**config.mk**
```make
export PLATFORM = sky130hd
export DESIGN_NAME = punc_control_flat
export DESIGN_NICKNAME = d
export VERILOG_FILES = /design/src/rtl/punc_control_pkg.sv /design/src/rtl/punc_control_if.sv /design/src/rtl/punc_decode.sv /design/src/rtl/punc_control.sv /design/src/flat_wrapper.sv
export SDC_FILE = /design/constraint.sdc
export NUM_CORES = 1
export LEC_CHECK = 0
export ABC_AREA = 1
export ABC_CLOCK_PERIOD_IN_PS = 1710
export CAP_MARGIN = 25
export CORE_MARGIN = 2
export CORE_UTILIZATION = 32
export CTS_CLUSTER_DIAMETER = 200
export DETAILED_ROUTE_END_ITERATION = 7
export HOLD_SLACK_MARGIN = 0.1
export PLACE_DENSITY = 0.79
export SLEW_MARGIN = 20
export SYNTH_ARGS = -nofsm -noshare
export SYNTH_HDL_FRONTEND = slang
export SYNTH_SLANG_ARGS = --single-unit
```
**constraint.sdc**
```tcl
create_clock -name clk -period 1.71 [get_ports clk]
set_input_delay 0.342 -clock clk [delete_from_list [all_inputs] [get_ports clk]]
set_output_delay 0.342 -clock clk [all_outputs]
set_load 0.02 [all_outputs]
```
**src/rtl/punc_control_pkg.sv**
```systemverilog
// rtl/punc_control_pkg.sv - opcodes, FSM states, select encodings and control word for PUnC
package punc_control_pkg;

  // LC3 opcodes, ir[15:12]
  localparam logic [3:0] OP_BR   = 4'b0000;
  localparam logic [3:0] OP_ADD  = 4'b0001;
  localparam logic [3:0] OP_LD   = 4'b0010;
  localparam logic [3:0] OP_ST   = 4'b0011;
  localparam logic [3:0] OP_JSR  = 4'b0100;
  localparam logic [3:0] OP_AND  = 4'b0101;
  localparam logic [3:0] OP_LDR  = 4'b0110;
  localparam logic [3:0] OP_STR  = 4'b0111;
  localparam logic [3:0] OP_RSV0 = 4'b1000;
  localparam logic [3:0] OP_NOT  = 4'b1001;
  localparam logic [3:0] OP_LDI  = 4'b1010;
  localparam logic [3:0] OP_STI  = 4'b1011;
  localparam logic [3:0] OP_JMP  = 4'b1100;
  localparam logic [3:0] OP_RSV1 = 4'b1101;
  localparam logic [3:0] OP_LEA  = 4'b1110;
  localparam logic [3:0] OP_HALT = 4'b1111;

  typedef enum logic [2:0] {
    ST_FETCH    = 3'd0,
    ST_DECODE   = 3'd1,
    ST_EXECUTE  = 3'd2,
    ST_EXECUTE2 = 3'd3,
    ST_HALT     = 3'd4
  } state_t;

  localparam logic [1:0] MEM_W_ADDR_PC_OFF9 = 2'd0;
  localparam logic [1:0] MEM_W_ADDR_R1_OFF6 = 2'd1;
  localparam logic [1:0] MEM_W_ADDR_MAR     = 2'd2;

  localparam logic       MEM_W_DATA_R0  = 1'b0;
  localparam logic       MEM_W_DATA_MEM = 1'b1;

  localparam logic [1:0] MEM_R_ADDR_PC      = 2'd0;
  localparam logic [1:0] MEM_R_ADDR_PC_OFF9 = 2'd1;
  localparam logic [1:0] MEM_R_ADDR_R0_OFF6 = 2'd2;
  localparam logic [1:0] MEM_R_ADDR_MAR     = 2'd3;

  localparam logic       RF_R0_ADDR_8_6  = 1'b0;
  localparam logic       RF_R0_ADDR_11_9 = 1'b1;
  localparam logic       RF_R1_ADDR_2_0  = 1'b0;
  localparam logic       RF_R1_ADDR_8_6  = 1'b1;

  localparam logic [1:0] RF_W_DATA_ALU     = 2'd0;
  localparam logic [1:0] RF_W_DATA_MEM     = 2'd1;
  localparam logic [1:0] RF_W_DATA_PC      = 2'd2;
  localparam logic [1:0] RF_W_DATA_PC_OFF9 = 2'd3;

  localparam logic       RF_W_ADDR_11_9 = 1'b0;
  localparam logic       RF_W_ADDR_R7   = 1'b1;

  localparam logic [1:0] PC_LD_DATA_PC_OFF9  = 2'd0;
  localparam logic [1:0] PC_LD_DATA_R0       = 2'd1;
  localparam logic [1:0] PC_LD_DATA_PC_OFF11 = 2'd2;

  localparam logic [2:0] ALU_ADD  = 3'd0;
  localparam logic [2:0] ALU_ADDI = 3'd1;
  localparam logic [2:0] ALU_NOT  = 3'd2;
  localparam logic [2:0] ALU_AND  = 3'd3;
  localparam logic [2:0] ALU_ANDI = 3'd4;
  localparam logic [2:0] ALU_PASS = 3'd5;

  localparam logic       COND_LD_DATA_ALU  = 1'b0;
  localparam logic       COND_LD_DATA_RF_W = 1'b1;

  // Every control output in one word; field order is also the bus order
  typedef struct packed {
    logic       mem_w_en;
    logic [1:0] mem_w_addr_sel;
    logic       mem_w_data_sel;
    logic [1:0] mem_r_addr_sel;
    logic       mar_ld;
    logic       rf_w_en;
    logic       rf_r0_addr_sel;
    logic       rf_r1_addr_sel;
    logic [1:0] rf_w_data_sel;
    logic       rf_w_addr_sel;
    logic       ir_ld;
    logic       pc_ld;
    logic       pc_clr;
    logic       pc_inc;
    logic [1:0] pc_ld_data_sel;
    logic [2:0] alu_sel;
    logic       cond_ld;
    logic       cond_ld_data_sel;
    logic       halted;
  } ctrl_t;

  function automatic logic is_reserved(input logic [3:0] op);
    return (op == OP_RSV0) || (op == OP_RSV1);
  endfunction

endpackage

```
**src/rtl/punc_control_if.sv**
```systemverilog
// rtl/punc_control_if.sv - control/datapath bundle between punc_control and the PUnC datapath
interface punc_control_if;
  logic [15:0] ir;
  logic        n;
  logic        z;
  logic        p;
  logic        mem_w_en;
  logic [1:0]  mem_w_addr_sel;
  logic        mem_w_data_sel;
  logic [1:0]  mem_r_addr_sel;
  logic        mar_ld;
  logic        rf_w_en;
  logic        rf_r0_addr_sel;
  logic        rf_r1_addr_sel;
  logic [1:0]  rf_w_data_sel;
  logic        rf_w_addr_sel;
  logic        ir_ld;
  logic        pc_ld;
  logic        pc_clr;
  logic        pc_inc;
  logic [1:0]  pc_ld_data_sel;
  logic [2:0]  alu_sel;
  logic        cond_ld;
  logic        cond_ld_data_sel;
  logic        halted;

  modport master (
    input  ir, n, z, p,
    output mem_w_en, mem_w_addr_sel, mem_w_data_sel, mem_r_addr_sel, mar_ld,
           rf_w_en, rf_r0_addr_sel, rf_r1_addr_sel, rf_w_data_sel, rf_w_addr_sel,
           ir_ld, pc_ld, pc_clr, pc_inc, pc_ld_data_sel, alu_sel,
           cond_ld, cond_ld_data_sel, halted
  );

  modport slave (
    output ir, n, z, p,
    input  mem_w_en, mem_w_addr_sel, mem_w_data_sel, mem_r_addr_sel, mar_ld,
           rf_w_en, rf_r0_addr_sel, rf_r1_addr_sel, rf_w_data_sel, rf_w_addr_sel,
           ir_ld, pc_ld, pc_clr, pc_inc, pc_ld_data_sel, alu_sel,
           cond_ld, cond_ld_data_sel, halted
  );
endinterface

```
**src/rtl/punc_decode.sv**
```systemverilog
// rtl/punc_decode.sv - opcode to control word lookup for the EXECUTE and EXECUTE2 cycles
module punc_decode
  import punc_control_pkg::*;
(
  input  logic [3:0] op,
  input  logic [2:0] nzp_mask,
  input  logic       imm,
  input  logic       n,
  input  logic       z,
  input  logic       p,
  input  logic       second,
  output ctrl_t      ctrl
);

  logic br_taken;

  // A zero mask can never match, so BR with ir[11:9]=000 falls through
  assign br_taken = (nzp_mask[2] & n) | (nzp_mask[1] & z) | (nzp_mask[0] & p);

  // Control word for the current execute cycle; reserved opcodes yield all zeros
  always_comb begin
    ctrl = '0;
    if (second) begin
      case (op)
        OP_LDI: begin
          ctrl.mem_r_addr_sel   = MEM_R_ADDR_MAR;
          ctrl.rf_w_data_sel    = RF_W_DATA_MEM;
          ctrl.rf_w_en          = 1'b1;
          ctrl.cond_ld          = 1'b1;
          ctrl.cond_ld_data_sel = COND_LD_DATA_RF_W;
        end
        OP_STI: begin
          ctrl.mem_w_addr_sel = MEM_W_ADDR_MAR;
          ctrl.mem_w_data_sel = MEM_W_DATA_R0;
          ctrl.rf_r0_addr_sel = RF_R0_ADDR_11_9;
          ctrl.mem_w_en       = 1'b1;
        end
        default: ;
      endcase
    end else begin
      case (op)
        OP_ADD, OP_AND, OP_NOT: begin
          ctrl.rf_r0_addr_sel   = RF_R0_ADDR_8_6;
          ctrl.rf_r1_addr_sel   = RF_R1_ADDR_2_0;
          if (op == OP_NOT)      ctrl.alu_sel = ALU_NOT;
          else if (op == OP_ADD) ctrl.alu_sel = imm ? ALU_ADDI : ALU_ADD;
          else                   ctrl.alu_sel = imm ? ALU_ANDI : ALU_AND;
          ctrl.rf_w_data_sel    = RF_W_DATA_ALU;
          ctrl.rf_w_addr_sel    = RF_W_ADDR_11_9;
          ctrl.rf_w_en          = 1'b1;
          ctrl.cond_ld          = 1'b1;
          ctrl.cond_ld_data_sel = COND_LD_DATA_ALU;
        end
        OP_BR: begin
          ctrl.pc_ld_data_sel = PC_LD_DATA_PC_OFF9;
          ctrl.pc_ld          = br_taken;
        end
        OP_JMP: begin
          ctrl.rf_r0_addr_sel = RF_R0_ADDR_8_6;
          ctrl.pc_ld_data_sel = PC_LD_DATA_R0;
          ctrl.pc_ld          = 1'b1;
        end
        OP_JSR: begin
          // R7 write and pc load share the edge, so JSRR R7 reads the old R7
          ctrl.rf_w_en        = 1'b1;
          ctrl.rf_w_addr_sel  = RF_W_ADDR_R7;
          ctrl.rf_w_data_sel  = RF_W_DATA_PC;
          ctrl.pc_ld          = 1'b1;
          ctrl.rf_r0_addr_sel = RF_R0_ADDR_8_6;
          ctrl.pc_ld_data_sel = nzp_mask[2] ? PC_LD_DATA_PC_OFF11 : PC_LD_DATA_R0;
        end
        OP_LD, OP_LDR: begin
          ctrl.mem_r_addr_sel   = (op == OP_LD) ? MEM_R_ADDR_PC_OFF9 : MEM_R_ADDR_R0_OFF6;
          ctrl.rf_r0_addr_sel   = RF_R0_ADDR_8_6;
          ctrl.rf_w_data_sel    = RF_W_DATA_MEM;
          ctrl.rf_w_en          = 1'b1;
          ctrl.cond_ld          = 1'b1;
          ctrl.cond_ld_data_sel = COND_LD_DATA_RF_W;
        end
        OP_LEA: begin
          ctrl.rf_w_data_sel    = RF_W_DATA_PC_OFF9;
          ctrl.rf_w_en          = 1'b1;
          ctrl.cond_ld          = 1'b1;
          ctrl.cond_ld_data_sel = COND_LD_DATA_RF_W;
        end
        OP_ST: begin
          ctrl.mem_w_addr_sel = MEM_W_ADDR_PC_OFF9;
          ctrl.mem_w_data_sel = MEM_W_DATA_R0;
          ctrl.rf_r0_addr_sel = RF_R0_ADDR_11_9;
          ctrl.mem_w_en       = 1'b1;
        end
        OP_STR: begin
          ctrl.mem_w_addr_sel = MEM_W_ADDR_R1_OFF6;
          ctrl.rf_r1_addr_sel = RF_R1_ADDR_8_6;
          ctrl.rf_r0_addr_sel = RF_R0_ADDR_11_9;
          ctrl.mem_w_data_sel = MEM_W_DATA_R0;
          ctrl.mem_w_en       = 1'b1;
        end
        OP_LDI, OP_STI: begin
          ctrl.mem_r_addr_sel = MEM_R_ADDR_PC_OFF9;
          ctrl.mar_ld         = 1'b1;
        end
        default: ;
      endcase
    end
  end

endmodule

```
**src/rtl/punc_control.sv**
```systemverilog
// rtl/punc_control.sv - multi-cycle FETCH/DECODE/EXECUTE control FSM for the PUnC LC3
module punc_control
  import punc_control_pkg::*;
#(
  parameter bit RESERVED_AS_HALT = 1'b0
) (
  input  logic           clk,
  input  logic           rst,
  punc_control_if.master bus
);

  state_t     state_q;
  state_t     state_d;
  ctrl_t      ctrl;
  ctrl_t      dec_ctrl;
  logic [3:0] op;
  logic       unused_ir_bits;

  assign op             = bus.ir[15:12];
  assign unused_ir_bits = ^{bus.ir[8:6], bus.ir[4:0]};

  punc_decode u_decode (
    .op       (op),
    .nzp_mask (bus.ir[11:9]),
    .imm      (bus.ir[5]),
    .n        (bus.n),
    .z        (bus.z),
    .p        (bus.p),
    .second   (state_q == ST_EXECUTE2),
    .ctrl     (dec_ctrl)
  );

  // State register; reset always lands in FETCH
  always_ff @(posedge clk) begin
    if (rst) state_q <= ST_FETCH;
    else     state_q <= state_d;
  end

  // Next state and control word; reset overrides everything with pc_clr only
  always_comb begin
    state_d = state_q;
    ctrl    = '0;
    if (rst) begin
      ctrl.pc_clr = 1'b1;
      state_d     = ST_FETCH;
    end else begin
      case (state_q)
        ST_FETCH: begin
          ctrl.mem_r_addr_sel = MEM_R_ADDR_PC;
          ctrl.ir_ld          = 1'b1;
          ctrl.pc_inc         = 1'b1;
          state_d             = ST_DECODE;
        end
        ST_DECODE: begin
          if (op == OP_HALT || (RESERVED_AS_HALT && is_reserved(op))) state_d = ST_HALT;
          else                                                        state_d = ST_EXECUTE;
        end
        ST_EXECUTE: begin
          ctrl    = dec_ctrl;
          state_d = (op == OP_LDI || op == OP_STI) ? ST_EXECUTE2 : ST_FETCH;
        end
        ST_EXECUTE2: begin
          ctrl    = dec_ctrl;
          state_d = ST_FETCH;
        end
        ST_HALT: begin
          ctrl.halted = 1'b1;
        end
        default: state_d = ST_FETCH;
      endcase
    end
  end

  assign {bus.mem_w_en, bus.mem_w_addr_sel, bus.mem_w_data_sel, bus.mem_r_addr_sel,
          bus.mar_ld, bus.rf_w_en, bus.rf_r0_addr_sel, bus.rf_r1_addr_sel,
          bus.rf_w_data_sel, bus.rf_w_addr_sel, bus.ir_ld, bus.pc_ld, bus.pc_clr,
          bus.pc_inc, bus.pc_ld_data_sel, bus.alu_sel, bus.cond_ld,
          bus.cond_ld_data_sel, bus.halted} = ctrl;

endmodule
```
**src/flat_wrapper.sv**
```systemverilog
// flat-port wrapper written by rule: the top's interface ports become plain ports
module punc_control_flat import punc_control_pkg::*;
#(
  parameter bit RESERVED_AS_HALT = 1'b0
)
  (clk, rst, bus_ir, bus_n, bus_z, bus_p, bus_mem_w_en, bus_mem_w_addr_sel, bus_mem_w_data_sel, bus_mem_r_addr_sel, bus_mar_ld, bus_rf_w_en, bus_rf_r0_addr_sel, bus_rf_r1_addr_sel, bus_rf_w_data_sel, bus_rf_w_addr_sel, bus_ir_ld, bus_pc_ld, bus_pc_clr, bus_pc_inc, bus_pc_ld_data_sel, bus_alu_sel, bus_cond_ld, bus_cond_ld_data_sel, bus_halted);
  punc_control_if bus_i ();
  input  logic clk;
  input  logic rst;
  input wire logic [$bits(bus_i.ir)-1:0] bus_ir;
  input wire logic [$bits(bus_i.n)-1:0] bus_n;
  input wire logic [$bits(bus_i.z)-1:0] bus_z;
  input wire logic [$bits(bus_i.p)-1:0] bus_p;
  output wire logic [$bits(bus_i.mem_w_en)-1:0] bus_mem_w_en;
  output wire logic [$bits(bus_i.mem_w_addr_sel)-1:0] bus_mem_w_addr_sel;
  output wire logic [$bits(bus_i.mem_w_data_sel)-1:0] bus_mem_w_data_sel;
  output wire logic [$bits(bus_i.mem_r_addr_sel)-1:0] bus_mem_r_addr_sel;
  output wire logic [$bits(bus_i.mar_ld)-1:0] bus_mar_ld;
  output wire logic [$bits(bus_i.rf_w_en)-1:0] bus_rf_w_en;
  output wire logic [$bits(bus_i.rf_r0_addr_sel)-1:0] bus_rf_r0_addr_sel;
  output wire logic [$bits(bus_i.rf_r1_addr_sel)-1:0] bus_rf_r1_addr_sel;
  output wire logic [$bits(bus_i.rf_w_data_sel)-1:0] bus_rf_w_data_sel;
  output wire logic [$bits(bus_i.rf_w_addr_sel)-1:0] bus_rf_w_addr_sel;
  output wire logic [$bits(bus_i.ir_ld)-1:0] bus_ir_ld;
  output wire logic [$bits(bus_i.pc_ld)-1:0] bus_pc_ld;
  output wire logic [$bits(bus_i.pc_clr)-1:0] bus_pc_clr;
  output wire logic [$bits(bus_i.pc_inc)-1:0] bus_pc_inc;
  output wire logic [$bits(bus_i.pc_ld_data_sel)-1:0] bus_pc_ld_data_sel;
  output wire logic [$bits(bus_i.alu_sel)-1:0] bus_alu_sel;
  output wire logic [$bits(bus_i.cond_ld)-1:0] bus_cond_ld;
  output wire logic [$bits(bus_i.cond_ld_data_sel)-1:0] bus_cond_ld_data_sel;
  output wire logic [$bits(bus_i.halted)-1:0] bus_halted;
  assign bus_i.ir = bus_ir;
  assign bus_i.n = bus_n;
  assign bus_i.z = bus_z;
  assign bus_i.p = bus_p;
  assign bus_mem_w_en = bus_i.mem_w_en;
  assign bus_mem_w_addr_sel = bus_i.mem_w_addr_sel;
  assign bus_mem_w_data_sel = bus_i.mem_w_data_sel;
  assign bus_mem_r_addr_sel = bus_i.mem_r_addr_sel;
  assign bus_mar_ld = bus_i.mar_ld;
  assign bus_rf_w_en = bus_i.rf_w_en;
  assign bus_rf_r0_addr_sel = bus_i.rf_r0_addr_sel;
  assign bus_rf_r1_addr_sel = bus_i.rf_r1_addr_sel;
  assign bus_rf_w_data_sel = bus_i.rf_w_data_sel;
  assign bus_rf_w_addr_sel = bus_i.rf_w_addr_sel;
  assign bus_ir_ld = bus_i.ir_ld;
  assign bus_pc_ld = bus_i.pc_ld;
  assign bus_pc_clr = bus_i.pc_clr;
  assign bus_pc_inc = bus_i.pc_inc;
  assign bus_pc_ld_data_sel = bus_i.pc_ld_data_sel;
  assign bus_alu_sel = bus_i.alu_sel;
  assign bus_cond_ld = bus_i.cond_ld;
  assign bus_cond_ld_data_sel = bus_i.cond_ld_data_sel;
  assign bus_halted = bus_i.halted;
  punc_control #(.RESERVED_AS_HALT(RESERVED_AS_HALT)) u_core (.clk(clk), .rst(rst), .bus(bus_i));
endmodule
```
Yosys cells after proc, flatten, opt, wreduce, memory -nomap -nowiden
Index checks and enable logic that the tools add are counted.

storage, ports and cells
  register bits after elaboration = 3
  input bits = 21
  word-level logic and storage cells = 79
  output and inout bits = 25

cells by class
  reductions and logical operators = 11
  eq/ne operators = 17
  bitwise operators = 5
  mux-type cells = 45

operator list
  kind                number
  $eq 4x4->1 const B  6
  $mux 2              9
  $eq 4x3->1 const B  4
  $mux 1              16
  $mux 15             1
  $mux 3              5
  $mux 7              2
  $pmux 2 s2          3
  $pmux 3 s4          1
  $reduce_or 2->1     5
  $mux 9              1
  $eq 4x2->1 const B  2
  $mux 4              2
  $pmux 4 s2          1
  $reduce_or 7->1     1
  $eq 3x2->1 const B  2
  $mux 6              1
  $pmux 2 s3          1
  $reduce_or 3->1     2
  $mux 5              1
  $eq 4x1->1 const B  1
  $logic_not 4->1     1
  $and 1x1->1         3
  $eq 3x1->1 const B  1
  other kinds (5)     6

Depth between registers and ports, before layout
  depth after elaboration = 7
  mapped depth = 8
  depth with buffers taken out = 7

Hierarchy
A second synthesis with hierarchy kept.

second synthesis, totals
  cell total of the unflattened synthesis = 153
  area, all modules = 822.0 um2

modules (own cells, without submodules)
  module        area an instance (um2)  seq. area each (um2)  times used  cells an instance
  punc_control  451.7                   60.1                  1           79
  punc_decode   370.4                   0.0                   1           74

Worst setup path before layout
No wires, ideal clock.

  path type = in2out
  start = in rst
  end = out bus_pc_inc
  cell stages on the path = 3
  setup slack = -90 ps
  arrival time = 1458 ps
  data required time = 1368 ps
  buffers on the path = 2
  cells stage by stage = clkbuf_2 nor4_1 buf_4

on the way
  word-level cells in the longest chain between the ends = 1

ends and longest elaborated chain
  item         RTL line            RTL
  from (decl)  flat_wrapper.sv:9   input logic rst;
  $mux 9       punc_control.sv:43  if (rst) begin
  to (decl)    flat_wrapper.sv:27  output wire logic [$bits(bus_i.pc_inc)-1:0] bus_pc_inc;

No other way between the ends.

Worst setup path in the final report
  start = reg u_core.state_q[1]
  end = out bus_mem_w_addr_sel[0]

on the way
  word-level cells in the longest chain between the ends = 4
  elaborated cells between the ends (all ways) = 6
  classes of those cells = eq/ne: 2; mux: 3; reduce/logical: 1

ends and longest elaborated chain
  item                                              RTL line            RTL
  from (decl)                                       punc_control.sv:12  state_t state_q;
  from (signal assigned)                            punc_control.sv:36  else state_q <= state_d;
  $eq 3x2->1, on equally long branches              -
  $mux 6 / $reduce_or 2->1 (equally long branches)  -
  $mux 4 *                                          punc_control.sv:47  case (state_q)
  $mux 15 *                                         punc_control.sv:43
  to (decl)                                         flat_wrapper.sv:15  output wire logic [$bits(bus_i.mem_w_addr_sel)-1:0] bus_mem_w_addr_sel;

Every way passes the cells marked *; elsewhere a longest branch is shown, timed or not.

==> impl_metrics.py <==
metrics = {
    "power": {
        "pwr-share-comb_pct": 51.7,
        "max-vdd-ir-drop_mv": 0.3787,
        "power.switching_mw": 0.1766,
        "power_density_nw_per_um2": 365.8,
        "leakagePower_nw": 0.6308,
        "clkPwrFrac_pct": 29.3,
        "pwr-share-seq_pct": 19.0,
        "p_sw_share_pct": 39.21,
        "intPower_mw": 0.2738,
    },
    "clocking": {
        "cts_tree": "done",
        "cts_made_buffers": 3,
        "clock_sinks": 3,
        "clk_path_buf_depth": 2,
        "h-tree-depth": 1,
        "postCtsHoldBufs": 0,
        "clkTransAtPathRegs_ns": 0.04,
        "clkLatencyLatePin_ns": 0.24,
        "cts_root_buf": "clkbuf_4",
    },
    "die": {
        "core-area_um2": 1689,
        "num_io_pins": 46,
        "start_util_pct": 33.33,
        "fp.dieArea_um2": 2111,
        "fp.dieH_um": 45.95,
        "row_count": 15,
        "die_width_um": 45.95,
    },
    "layout": {
        "largest_register_ff_count": 3,
        "nNetsFinal": 196,
        "syn_to_final_growth_pct": 118.7,
        "final_core_util_pct": 72.89,
        "seqCellArea_um2": 66.31,
        "antenna_cells": 0,
        "num-fill-cells": 131,
        "multiInputGateArea_um2": 509.2,
        "regMostFlops": "u_core.state_q",
        "final_cell_area_um2": 1231,
        "layout-drive-gt1-share_pct": 55.81,
        "largest_registers": "u_core.state_q x3",
    },
    "placed_design": {
        "dpl-instance-area_um2": 1080,
        "portBuffers": 36,
        "dpl.hpwl_um": 1579,
        "routabilityCongestion": 0.8877,
    },
    "min_path": {
        "min_path_type": "input pin to flop",
    },
    "worst_setup_path": {
        "path_class": "flop to primary output",
        "critPathMaxFanout": 4,
        "crit_path_start_kind": "flop",
        "cp-end-kind": "primary output",
        "max_stage_delay_ns": 0.38,
        "cp_num_buf_inv": 4,
        "path_delay_family": "buffers and inverters",
        "cp.arrival_ns": 1.47,
        "crit_chain": "inv_4, nor2_4, nand2_4, buf_6, buf_6, nor3_4, buf_6",
        "cp_slowest_cell": "dfxtp_4",
        "cpMostUsedCell": "buf_6",
        "worstPathRequired_ns": 1.37,
    },
    "logic_synthesis": {
        "synth_cell_type_count": 19,
        "yosysMostFrequentCell": "nor2_1",
        "yosysSeqAreaShare_pct": 10.67,
        "yosys-top-cells-count": "nor2_1, nand2_1, inv_1, nand3_1, buf_4",
        "syn_nets": 134,
        "synthArstFlopShare_pct": 0,
        "netlist_instances": 111,
        "yosysWarnings": 0,
        "synth_area_um2": 563.0,
        "yosys.area.top_type": "nor2_1",
        "synth_edf_count": 0,
        "synth_top_area_share_pct": 21.33,
        "netlist_top_cells_area": "nor2_1, nand2_1, dfxtp_1, inv_1, nand3_1",
        "synth_ff_type": "dfxtp_1",
        "synthesis.area_per_instance_um2": 5.072,
        "ys_seq_elements": 3,
    },
    "timing": {
        "period_share_pct": 105.7,
        "timing.final.ws_setup_ns": -0.09750,
        "holdWs_ns": 0.5656,
        "fin_setup_tns_ns": -0.9258,
        "fmax_mhz": 553.3,
        "finClkSkew_ns": 0.003224,
        "hold_violations": 0,
        "rsz0062_at_grt": "yes",
        "finalSetupViolCount": 18,
        "final_max_slew_viol_count": 0,
        "min_period_ns": 1.808,
    },
    "routing": {
        "drt-pass1-iter-count": 5,
        "wl_um": 2334,
        "drt_iter0_markers": 22,
        "vias": 927,
        "via_per_inst": 4.905,
        "antenna_left": 0,
        "drc_errors": 0,
        "wire_per_inst_um": 12.35,
    },
    "global_routing": {
        "antenna_found_initial": 0,
        "grt_pass1_wl_um": 3422,
        "grt_usage_pct": 22.60,
        "grt_pass1_vias": 831,
        "grt-ovfl-total": 0,
        "grt_max_degree": 9,
    },
    "status": {
        "outcome": "finished, violations left",
        "violations": "negative setup slack",
    },
    "flow_run": {
        "drv_cap": 0,
    },
}
layout make-up:
type / instances / area share, %
clock buffer: 4 / 2.134
inverter: 18 / 5.691
multi-input combinational: 83 / 41.36
sequential: 3 / 5.386
tap: 17 / 1.728
timing repair buffer: 64 / 43.70
kinds of logic (layout without fill, tap and decap cells):
logic type                 after synthesis  after routing  share of synthesized area (%)
DFF                                      3              3                          10.67
other                                    1              1                         0.6660
and+or+nand+nor                         72             72                          55.34
AOI/OAI and AO/OA                        8              8                          7.332
buffers and inverters                   25             86                          21.55
adders and majority gates                2              2                          4.444
power by group through the flow:
stage               logic, mW  clock network (mW)  registers, mW
finish                  0.233               0.132         0.0854
global route            0.253               0.142         0.0861
CTS                     0.211               0.135         0.0831
detailed placement      0.199                   0         0.0838
global placement        0.195                   0         0.0833
floorplan              0.0990                   0         0.0838
layout by cell type, fill, tap and decap left out, types with 2 or more instances in the layout:
| master | instances |
|---|---|
| nand2_2 | 6 |
| nand3_2 | 2 |
| buf_4 | 34 |
| nand2_1 | 17 |
| nand3_1 | 7 |
| a21oi_1 | 2 |
| dlygate4sd2_1 | 3 |
| clkdlybuf4s50_1 | 7 |
| o21ai_0 | 2 |
| clkbuf_4 | 3 |
| inv_2 | 5 |
| inv_1 | 12 |
| nor2_1 | 19 |
| nor2_2 | 10 |
| dfxtp_2 | 2 |
| buf_6 | 13 |
| nor2_4 | 5 |
| buf_2 | 5 |
timing repair:
action | CTS | global route
setup buffers | 3 | 1
setup endpoints to repair | 24 | 23
resized for setup | 128 | 49
pin swaps | 5 | 11
endpoints found under the hold margin | 0 | 0
routing by layer:
| metal | up-vias | GRT usage [%] | wire length [um] |
|---|---|---|---|
| li1 | 458 | - | - |
| met1 | 425 | 26.76 | 991 |
| met2 | 40 | 37.50 | 1192 |
| met3 | 4 | 3.571 | 117 |
| met4 | 0 | 13.71 | 33 |
| met5 | - | 0 | 0 |
path summary, 6_finish.rpt:
kind | startpoint | endpoint | slack, ns | cells after the start
worst min-delay path | rst | u_core.state_q[0] | 0.57 | 3
worst max-delay path | u_core.state_q[1] | bus_mem_w_addr_sel[0] | -0.1 | 7
worst max register to register | u_core.state_q[1] | u_core.state_q[1] | 0.43 | 9
worst min register to register | u_core.state_q[1] | u_core.state_q[0] | 0.63 | 3
through the flow:
| stage | total power, mW | worst slack [ns] | cells |
|---|---|---|---|
| final | 0.4504 | -0.09750 | 189 |
| after detailed placement | 0.2829 | -0.9049 | 181 |
| after floorplan | 0.1828 | -0.08962 | 111 |
| after global placement | 0.2787 | -0.8167 | 181 |
| after global routing | 0.4806 | -0.1447 | 189 |
| after CTS | 0.4293 | -0.06348 | 188 |
worst register-to-register path: cells and delay by family, from the launching register on:
family / cells / cell delay, ns
DFF: 1 / 0.38
and+or+nand+nor: 5 / 0.47
buffers and inverters: 4 / 0.35
(Power assumes the default switching activity.)
